<file path="config.mk">
export PLATFORM = sky130hd
export DESIGN_NAME = cpu_trace_buffer
export DESIGN_NICKNAME = d
export VERILOG_FILES = /design/src/rtl/cpu_trace_buffer.sv
export SDC_FILE = /design/constraint.sdc
export NUM_CORES = 1
export LEC_CHECK = 0
export CAP_MARGIN = 20
export CELL_PAD_IN_SITES_DETAIL_PLACEMENT = 1
export CELL_PAD_IN_SITES_GLOBAL_PLACEMENT = 2
export CORE_ASPECT_RATIO = 1.2
export CORE_UTILIZATION = 31
export DETAILED_ROUTE_END_ITERATION = 8
export GPL_TIMING_DRIVEN = 0
export PLACE_DENSITY_LB_ADDON = 0.2
export SLEW_MARGIN = 20
export SYNTH_ARGS = -nofsm -noshare
export SYNTH_HDL_FRONTEND = slang
export SYNTH_SLANG_ARGS = --single-unit
</file>
<file path="constraint.sdc">
create_clock -name clk -period 7.9 [get_ports clk]
set_input_delay 0.79 -clock clk [delete_from_list [all_inputs] [get_ports clk]]
set_output_delay 0.79 -clock clk [all_outputs]
set_load 0.01 [all_outputs]
</file>
<file path="src/rtl/cpu_trace_buffer.sv">
// cpu_trace_buffer: circular trace capture of retiring pc, decode ir and data-memory writes
// with free-run, store-only and pc-triggered modes plus one-cycle indexed readback.
module cpu_trace_buffer #(
  parameter int PC_W = 16,
  parameter int IR_W = 16,
  parameter int AW = 8,
  parameter int DW = 16,
  parameter int DEPTH = 16,
  localparam int CW = $clog2(DEPTH) + 1,
  localparam int REC_W = PC_W + IR_W + 1 + AW + DW
) (
  input  logic             clk,
  input  logic             reset,
  input  logic             enable,
  input  logic             start,
  input  logic             stop,
  input  logic [1:0]       mode,
  input  logic [PC_W-1:0]  trig_pc,
  input  logic [CW-1:0]    post_len,
  input  logic [PC_W-1:0]  pc,
  input  logic [IR_W-1:0]  ir,
  input  logic             d_we,
  input  logic [AW-1:0]    d_addr,
  input  logic [DW-1:0]    d_data,
  input  logic             rd_req,
  input  logic [CW-1:0]    rd_idx,
  output logic             rd_valid,
  output logic [REC_W-1:0] rd_data,
  output logic [CW-1:0]    count,
  output logic             wrapped,
  output logic             busy,
  output logic             done
);
  localparam int PW = $clog2(DEPTH);
  localparam logic [CW-1:0] FULL = CW'(DEPTH);
  localparam logic [1:0] S_IDLE = 2'd0, S_ARMED = 2'd1, S_CAP = 2'd2, S_DONE = 2'd3;
  logic [1:0] r_state, r_mode;
  logic [PC_W-1:0] r_trig;
  logic [CW-1:0] r_len, r_count;
  logic [PW-1:0] r_ptr;
  logic r_wrapped;
  logic [REC_W-1:0] r_mem [DEPTH];
  logic w_idle, w_we, w_last;
  logic [PW-1:0] w_slot;
  logic [CW-1:0] w_cnt_inc;
  assign w_idle = r_state == S_IDLE || r_state == S_DONE;
  // a stop while armed must not let a coincident trigger record slip in
  assign w_we = r_state == S_CAP ? enable & (r_mode != 2'd1 | d_we)
              : r_state == S_ARMED & enable & ~stop & (pc == r_trig);
  assign w_cnt_inc = r_count + CW'(1);
  assign w_last = r_mode == 2'd2 && w_cnt_inc == r_len;
  assign w_slot = (r_wrapped ? r_ptr : '0) + rd_idx[PW-1:0];
  assign count = r_count;
  assign wrapped = r_wrapped;
  assign busy = r_state == S_ARMED || r_state == S_CAP;
  assign done = r_state == S_DONE;
  always_ff @(posedge clk)
    if (w_we) r_mem[r_ptr] <= {pc, ir, d_we, d_addr, d_data};
  always_ff @(posedge clk) begin
    if (reset) begin
      r_state <= S_IDLE;
      r_mode <= '0;
      r_trig <= '0;
      r_len <= '0;
      r_count <= '0;
      r_ptr <= '0;
      r_wrapped <= 1'b0;
      rd_valid <= 1'b0;
      rd_data <= '0;
    end else begin
      rd_valid <= w_idle & rd_req;
      if (w_idle & rd_req) rd_data <= rd_idx < r_count ? r_mem[w_slot] : '0;
      if (w_idle & start) begin
        r_state <= mode == 2'd2 ? S_ARMED : S_CAP;
        r_mode <= mode;
        r_trig <= trig_pc;
        r_len <= (post_len == '0 || post_len > FULL) ? FULL : post_len;
        r_count <= '0;
        r_ptr <= '0;
        r_wrapped <= 1'b0;
      end else begin
        if (w_we) begin
          r_ptr <= r_ptr + PW'(1);
          r_count <= r_count == FULL ? r_count : w_cnt_inc;
          if (r_count == FULL) r_wrapped <= 1'b1;
        end
        if (!w_idle & stop) r_state <= S_DONE;
        else if (w_we) r_state <= w_last ? S_DONE : S_CAP;
      end
    end
  end
endmodule

</file>
==> flow_metrics.py, run 1 <==
metrics = {
    "power_and_ir_drop": {
        "irDropWorstVdd_uv": 162,
        "power_leakage_nw": 15.1,
        "power_density_nw_per_um2": 254,
    },
    "sta": {
        "hold_ws_ns": 0.466,
        "period_minus_slack_ns": 4.87,
        "skew_ns": 0.0239,
        "rsz0062_at_grt": "no",
        "slew_viol_final": 0,
        "fin_tns_setup_ns": 0,
        "timing.fmax_ghz": 0.205,
        "period_share_pct": 61.6,
        "layout_setup_ws_ns": 3.03,
        "maxSlewHeadroom_pct": 29.4,
        "worst_slew_pin_slew_ns": 1.06,
        "setup_viol": 0,
        "hold_viol_final": 0,
    },
    "clock_network": {
        "numCtsBuffers": 102,
        "cts-root-buf": "clkbuf_16",
        "clkLatencyLatePin_ns": 0.69,
        "cts_tree": "yes",
        "max-clock-path-buffers": 3,
        "hold_buffers": 0,
        "cts_resized": 0,
        "clock-sinks": 1005,
        "postCtsSetupBuffers": 0,
        "htree_num_levels": 3,
        "cts.clk_slew.worst_paths_ns": 0.06,
    },
    "placement": {
        "routabilityCongestion": 0.709,
        "port_buffers": 156,
        "dp_hpwl_um": 75400,
        "post-place-ws_ns": 2.16,
    },
    "worst_setup_path": {
        "cp-endpoint": "r_mem[8][34]",
        "startpoint": "pc[5]",
        "ff2ff_path_depth": 13,
        "worstPathArrival_ns": 5.26,
        "rr_endpoint": "r_mem[8][34]",
        "critPathLaunchType": "input pin",
        "rrSetupSlack_ns": 3.45,
        "worstSetupPathType": "in2reg",
        "cp.required_ns": 8.29,
        "endpoint_kind": "flip-flop",
        "crit_fanout": 17,
        "r2r_start": "r_state[0]",
    },
    "cells_and_area": {
        "area_growth_pct": 21.6,
        "layout_common_cells": "912 x edfxtp_1, 228 x mux4_2, 156 x clkdlybuf4s50_1",
        "nNetsFinal": 2410,
        "drive_gt1_share_pct": 30.7,
        "layout_commonest_cell": "edfxtp_1",
    },
    "logic_synthesis": {
        "syn-num-nets": 1984,
        "synth_cell_types": 53,
        "avgSynthCellArea_sq_um": 20.7,
        "ys_seq_area_share_pct": 75.2,
        "synth-main-ff-cell": "edfxtp_1",
        "synth_seq_cells": 1005,
        "synth_edf_count": 912,
        "synth_top_area_share_pct": 70.4,
        "ys_top_cells_by_area": "edfxtp_1 70%, mux4_2 13%, dfxtp_1 4.8%, mux2_2 3.3%, a32oi_1 1.3%",
        "yosys.area.top_type": "edfxtp_1",
        "ys_async_sr_fraction_pct": 0,
        "yosys_warnings": 0,
        "syn-instance-count": 1875,
        "syn_area_sq_um": 38900,
    },
    "floorplanning": {
        "fp.dieH_um": 390,
        "die_w_um": 325,
        "ioPinCount": 157,
        "rows": 142,
        "start_util_pct": 31.2,
        "core_area_sq_um": 125000,
        "die_area_sq_um": 127000,
    },
    "drt": {
        "firstDrtPassIters": 5,
        "vias": 19892,
        "postRouteAntennaNets": 0,
        "wl_um": 107000,
        "drt_iter0_drc": 1273,
        "routed_via_density": 4.92,
        "route.detailed.drc": 0,
        "routedWlPerCell_um": 26.5,
    },
    "run": {
        "cap_violations": 0,
    },
    "global_route": {
        "grt_pass1_wl_um": 154000,
        "grt_pass1_vias": 21864,
        "grt_usage_pct": 16.9,
        "grt_max_degree": 19,
        "antenna_found_initial": 6,
        "overflow": 0,
    },
    "min_path": {
        "hold_path_class": "reg2reg",
    },
    "run_status": {
        "status": "completed",
    },
}
-- layer usage --
metal / global-route usage [%] / wire length [um]
met1: 22.1 / 46700
met2: 29.4 / 54300
met3: 2.22 / 4070
met4: 4.77 / 2060
met5: 0 / 0
-- how the worst min path moves through the flow --
stage,from,to,slack [ns],cells after the start
floorplan,r_mode[0],r_mode[0],0.44,2
global placement,r_mode[0],r_mode[0],0.46,2
detailed placement,r_len[0],r_len[0],0.46,2
CTS,r_len[0],r_len[0],0.47,2
global route,r_trig[6],r_trig[6],0.48,2
finish,r_len[0],r_len[0],0.47,2
-- power by group --
group	leakage [nW]	internal, mW	switching, mW
clock	1.67	2.89	2.05
combinational	4.44	0.409	0.656
sequential	8.96	5.91	0.0657
-- layout make-up --
| type | instances | area, sq um |
|---|---|---|
| Tap cell | 1656 | 2070 |
| Clock buffer | 142 | 2900 |
| Antenna cell | 3 | 7.51 |
| Inverter | 14 | 52.6 |
| Sequential cell | 1005 | 29200 |
| Timing Repair Buffer | 322 | 2800 |
| Buffer | 113 | 573 |
| Clock inverter | 48 | 522 |
| Fill cell | 12201 | 77400 |
| Multi-Input combinational cell | 743 | 9110 |
-- worst max-delay path, stage by stage --
cell             delay [ns]
clkdlybuf4s50_1        0.91
xor2_1                 0.17
nor4_1                 0.47
and3_1                 0.39
a21oi_2                0.25
clkbuf_1               0.37
nor3b_2                0.79
buf_4                  0.33
buf_6                  0.16
buf_6                  0.16
buf_4                  0.22
buf_4                  0.23
-- synth_stat cells, types with 11 or more instances --
cell and instances:
mux4_2 228, inv_1 14, a21oi_1 82, nand3_1 69
ha_1 17, nand2_1 60, a32oi_1 57, buf_2 31
clkbuf_1 62, buf_6 11, edfxtp_1 912, dfxtp_1 93
xor2_1 22, nor3b_1 15, mux2_2 114
-- cell families after synthesis --
kind of cell               Yosys count  synth area share, %
adders and majority gates           18                0.598
xor gates and xnor gates            25                0.563
buffers and inverters              127                 1.61
DFF                               1005                 75.2
AOI/OAI and AO/OA                  167                 2.91
muxes                              347                 16.6
and+or+nand+nor                    186                 2.47
-- through the flow --
stage	power, mW	std cells	util [%]	area [sq um]
floorplan	6.65	1875	-	38900
global placement	7.17	3687	34.1	42500
detailed placement	7.18	3853	35.2	43900
CTS	12.1	4043	37.9	47300
global route	12.4	4043	37.9	47300
finish	12.0	4046	37.9	47300
-- flip-flops by register name, summed over array words and instances, names as in the netlist --
signal	flops
r_mem	912
rd_data	57
r_trig	16
count	5
r_len	5
r_ptr	4
r_mode	2
r_state	2
rd_valid	1
wrapped	1
No activity file was read; power rests on OpenSTA's default activity.
==> run 2, diff against run 1 <==
Clock period 7.9 ns to 4.8 ns, I/O delays scaled along.
==> flow_metrics.py, run 2 (synthesized netlist as in run 1, its figures left out) <==
metrics = {
    "clock_network": {
        "cts_tree": "yes",
        "cts-root-buf": "clkbuf_16",
        "clkLatencyLatePin_ns": 0.70,
        "cts.clk_slew.worst_paths_ns": 0.06,
        "max-clock-path-buffers": 3,
        "cts_resized": 0,
        "postCtsSetupBuffers": 0,
        "numCtsBuffers": 102,
        "clock-sinks": 1005,
        "hold_buffers": 0,
        "htree_num_levels": 3,
    },
    "global_route": {
        "grt_pass1_vias": 22065,
        "antenna_found_initial": 5,
        "grt_pass1_wl_um": 155000,
        "grt_usage_pct": 17.0,
        "overflow": 0,
        "grt_max_degree": 19,
    },
    "cells_and_area": {
        "largest_reg_flops": 912,
        "top_register": "r_mem",
        "stdcell_count": 4031,
        "layout_commonest_cell": "edfxtp_1",
        "area_growth_pct": 22.2,
        "regArea_sq_um": 29200,
        "fill_cells": 12103,
        "reg_top3": "r_mem: 912 flops, rd_data: 57 flops, r_trig: 16 flops",
        "postLayoutCellArea_sq_um": 47500,
        "multi_input_area_sq_um": 9160,
        "drive_gt1_share_pct": 30.2,
        "layout_common_cells": "912 x edfxtp_1, 228 x mux4_2, 156 x clkdlybuf4s50_1",
        "post-route-util_pct": 38.1,
        "nNetsFinal": 2392,
    },
    "worst_setup_path": {
        "critPathLaunchType": "input pin",
        "rr_endpoint": "r_mem[8][33]",
        "cp.required_ns": 5.19,
        "crit_fanout": 17,
        "cpPeakStageDelay_ns": 0.81,
        "worstPathArrival_ns": 4.70,
        "ff2ff_path_depth": 12,
        "rrSetupSlack_ns": 0.55,
        "worstSetupPathType": "in2reg",
        "crit_chain": "clkdlybuf4s50_1 > xor2_1 > nor4_1 > and3_1 > a21oi_2 > clkbuf_1 > nor3b_2 > buf_6 > buf_6 > buf_4 > buf_4",
        "slowest_stage": "clkdlybuf4s50_1",
        "endpoint_kind": "flip-flop",
        "r2r_start": "r_state[0]",
    },
    "sta": {
        "fin_tns_setup_ns": 0,
        "setup_viol": 0,
        "maxSlewHeadroom_pct": 30.3,
        "hold_viol_final": 0,
        "skew_ns": 0.0206,
        "rsz0062_at_grt": "no",
        "worst_slew_pin_slew_ns": 1.05,
        "period_share_pct": 89.9,
        "period_minus_slack_ns": 4.32,
        "timing.fmax_ghz": 0.232,
        "slew_viol_final": 0,
    },
    "drt": {
        "wl_um": 108000,
        "route.detailed.drc": 0,
        "vias": 19900,
        "routedWlPerCell_um": 26.7,
        "drt_iter0_drc": 1204,
        "postRouteAntennaNets": 0,
        "firstDrtPassIters": 5,
        "routed_via_density": 4.94,
    },
    "floorplanning": {
        "fp.dieH_um": 390,
        "die_w_um": 325,
        "core_area_sq_um": 125000,
        "rows": 142,
        "ioPinCount": 157,
        "die_area_sq_um": 127000,
        "start_util_pct": 31.2,
    },
    "placement": {
        "place_area_sq_um": 44000,
        "port_buffers": 156,
        "place_inst": 3835,
        "dp_hpwl_um": 75300,
        "routabilityCongestion": 0.707,
    },
    "power_and_ir_drop": {
        "power_leakage_nw": 15.0,
        "power_density_nw_per_um2": 420,
        "switching_power_mw": 4.61,
        "power_frac_clock_pct": 41.8,
        "swShare_pct": 23.1,
        "irDropWorstVdd_uv": 233,
        "p_int_mw": 15.4,
        "p_comb_share_pct": 8.9,
        "power_frac_seq_pct": 49.3,
    },
    "min_path": {
        "hold_start": "trig_pc[13]",
        "hold_depth": 3,
        "hold_end": "r_trig[13]",
        "hold_path_class": "in2reg",
    },
    "run": {
        "cap_violations": 0,
    },
    "run_status": {
        "status": "completed",
    },
}
==> run 2: worst max path at each step <==
stage               start  depth (start not counted)  slack (ns)      endpoint
6_report            pc[2]                         11        0.48  r_mem[8][33]
2_1_floorplan  r_state[0]                          8       -1.73  r_mem[12][0]
3_5_place_dp        pc[2]                         11       -0.30  r_mem[8][33]
3_3_place_gp        pc[2]                          7       -9.39  r_mem[4][34]
5_1_grt             pc[2]                         11        0.18  r_mem[8][33]
4_1_cts             pc[7]                         11        0.42  r_mem[8][33]
==> run 2: worst max-delay path, delay by kind of cell <==
family	cells	cell delay, ns
buffers and inverters	6	2.00
and+or+nand+nor	3	1.59
xor gates and xnor gates	1	0.31
AOI/OAI and AO/OA	1	0.28
==> run 2: metal layers <==
layer | vias up | track usage (%) | share of wire [%]
li1 | 8650 | - | -
met1 | 10726 | 21.9 | 43
met2 | 396 | 29.6 | 51
met3 | 128 | 2.28 | 3.6
met4 | 0 | 5.33 | 2.2
met5 | - | 0 | 0
==> run 2: cell type report <==
class                   count  share of cell area [%]
diodes                      3                  0.0158
plain buffers             113                    1.21
clock buffers             135                    5.91
clock inverters            58                    1.47
inverters                  14                   0.111
multi-input cells         743                    19.3
flip-flops and latches   1005                    61.6
well taps                1656                    4.36
repair buffers            304                    6.09
==> run 2: power groups by stage <==
stage / Combinational [mW] / Clock, mW / Sequential (mW)
floorplan: 0.920 / 0 / 10.0
global placement: 1.71 / 0 / 10.1
detailed placement: 1.80 / 0 / 10.0
CTS: 1.81 / 8.57 / 9.84
global route: 1.91 / 8.83 / 9.85
finish: 1.77 / 8.36 / 9.84
==> run 2: per-stage QoR <==
step / hold slack, ns / setup WS [ns] / total power [mW]
after floorplan: 0.436 / -1.73 / 10.9
after global placement: 0.455 / -9.39 / 11.8
after detailed placement: 0.457 / -0.298 / 11.8
after CTS: 0.293 / 0.416 / 20.2
after global routing: 0.344 / 0.175 / 20.6
final: 0.336 / 0.484 / 20.0
==> run 3, diff against run 2 <==
Settings changed: CORE_UTILIZATION 31 to 48.
==> flow_metrics.py, run 3 (synthesized netlist as in run 1, its figures left out) <==
metrics = {
    "run_status": {
        "status": "completed",
    },
    "min_path": {
        "hold_path_class": "in2reg",
        "hold_start": "trig_pc[6]",
        "hold_depth": 3,
        "hold_end": "r_trig[6]",
    },
    "cells_and_area": {
        "largest_reg_flops": 912,
        "fill_cells": 6893,
        "area_growth_pct": 19.0,
        "nNetsFinal": 2378,
        "layout_commonest_cell": "edfxtp_1",
        "drive_gt1_share_pct": 29.4,
        "layout_common_cells": "912 x edfxtp_1, 228 x mux4_2, 156 x clkdlybuf4s50_1",
        "reg_top3": "r_mem: 912 flops, rd_data: 57 flops, r_trig: 16 flops",
        "top_register": "r_mem",
    },
    "global_route": {
        "grt_pass1_vias": 22035,
        "grt_pass1_wl_um": 147000,
        "antenna_found_initial": 2,
        "overflow": 0,
        "grt_usage_pct": 25.1,
        "grt_max_degree": 19,
    },
    "drt": {
        "routedWlPerCell_um": 29.7,
        "wl_um": 101000,
        "routed_via_density": 6.00,
        "route.detailed.drc": 0,
        "drt_iter0_drc": 1653,
        "vias": 20319,
        "firstDrtPassIters": 7,
        "postRouteAntennaNets": 0,
    },
    "placement": {
        "dp_hpwl_um": 68400,
        "routabilityCongestion": 0.761,
        "port_buffers": 156,
    },
    "sta": {
        "hold_viol_final": 0,
        "slew_viol_final": 0,
        "fin_tns_setup_ns": 0,
        "timing.fmax_ghz": 0.225,
        "skew_ns": 0.0264,
        "worst_slew_pin_slew_ns": 1.10,
        "period_minus_slack_ns": 4.45,
        "hold_ws_ns": 0.373,
        "setup_viol": 0,
        "period_share_pct": 92.8,
        "rsz0062_at_grt": "no",
        "maxSlewHeadroom_pct": 26.8,
    },
    "clock_network": {
        "clkLatencyLatePin_ns": 0.66,
        "clock-sinks": 1005,
        "cts_resized": 0,
        "postCtsSetupBuffers": 0,
        "hold_buffers": 0,
        "cts-root-buf": "clkbuf_16",
        "max-clock-path-buffers": 3,
        "cts_tree": "yes",
        "numCtsBuffers": 96,
        "htree_num_levels": 3,
        "cts.clk_slew.worst_paths_ns": 0.07,
    },
    "floorplanning": {
        "rows": 113,
        "core_area_sq_um": 79700,
        "ioPinCount": 157,
        "fp.dieH_um": 314,
        "start_util_pct": 48.8,
        "die_area_sq_um": 82200,
        "die_w_um": 262,
    },
    "power_and_ir_drop": {
        "power_density_nw_per_um2": 415,
        "power_leakage_nw": 14.8,
        "irDropWorstVdd_uv": 295,
        "power_mw": 19.2,
    },
    "worst_setup_path": {
        "endpoint_kind": "flip-flop",
        "slowest_stage": "clkdlybuf4s50_1",
        "rrSetupSlack_ns": 0.47,
        "r2r_start": "r_ptr[0]",
        "critPathLaunchType": "input pin",
        "worstSetupPathType": "in2reg",
        "ff2ff_path_depth": 9,
        "crit_chain": "clkdlybuf4s50_1 > xor2_1 > nor4_1 > and3_1 > a21oi_2 > clkbuf_1 > nor3b_2 > buf_4 > buf_4 > buf_4 > buf_4",
        "cp.required_ns": 5.16,
        "cp_common_cell": "buf_4",
        "cpPeakStageDelay_ns": 0.80,
        "rr_endpoint": "rd_data[49]",
        "worstPathArrival_ns": 4.81,
        "crit_fanout": 17,
    },
    "run": {
        "cap_violations": 0,
    },
}
[run 3: cell types whose count changed in the layout (fill, tap and decap cells not counted), moves of 3 or more]
cell       change
bufinv_16      -6
clkbuf_16      -4
clkbuf_1       +6
buf_4          +6
buf_6         -16
clkbuf_8       -3
[run 3: area by class of cell]
| class | count | area (sq um) | share of cell area, % |
|---|---|---|---|
| buffer | 113 | 573 | 1.24 |
| clock buffer | 134 | 2690 | 5.81 |
| inverter | 14 | 52.6 | 0.114 |
| clock inverter | 47 | 472 | 1.02 |
| tap | 1035 | 1290 | 2.80 |
| timing repair buffer | 296 | 2790 | 6.03 |
| sequential | 1005 | 29200 | 63.2 |
| multi-input combinational | 743 | 9160 | 19.8 |
| antenna | 2 | 5.00 | 0.0108 |
[run 3: critical path, delay by kind of cell]
kind	cells	cell delay (ns)
buffers and inverters	6	2.15
and+or+nand+nor	3	1.55
AOI/OAI and AO/OA	1	0.29
xor gates and xnor gates	1	0.30
[run 3: routing by layer]
metal	wire, um	global-route usage [%]	vias to the layer above
met3	5630	3.65	145
met1	40800	33.4	10890
li1	-	-	8604
met2	51500	42.5	680
met4	2800	8.25	0
met5	0	0	-
[run 3: worst max-delay path by stage]
stage / from / end / cells after the start
floorplan: r_state[0] / r_mem[12][0] / 8
global placement: pc[7] / r_mem[4][33] / 7
detailed placement: pc[2] / r_mem[13][29] / 11
CTS: pc[7] / r_mem[13][29] / 11
global route: pc[2] / r_mem[12][29] / 11
finish: pc[2] / r_mem[12][33] / 11
[run 3: stage by stage]
| stage | setup slack (ns) | utilization (%) | instance area, sq um | std cells |
|---|---|---|---|---|
| finish | 0.347 | 58.0 | 46300 | 3389 |
| global route | 0.222 | 58.0 | 46300 | 3388 |
| CTS | 0.343 | 58.0 | 46300 | 3387 |
| detailed placement | -0.320 | 54.1 | 43100 | 3206 |
| global placement | -8.20 | 52.4 | 41800 | 3066 |
| floorplan | -1.73 | - | 38900 | 1875 |
[run 3: power by group]
group          internal [mW]  switching (mW)  total (mW)
Combinational          0.683            1.06        1.74
Clock                   4.40            3.22        7.63
Sequential              9.73           0.105        9.84
Total                   14.8            4.39        19.2
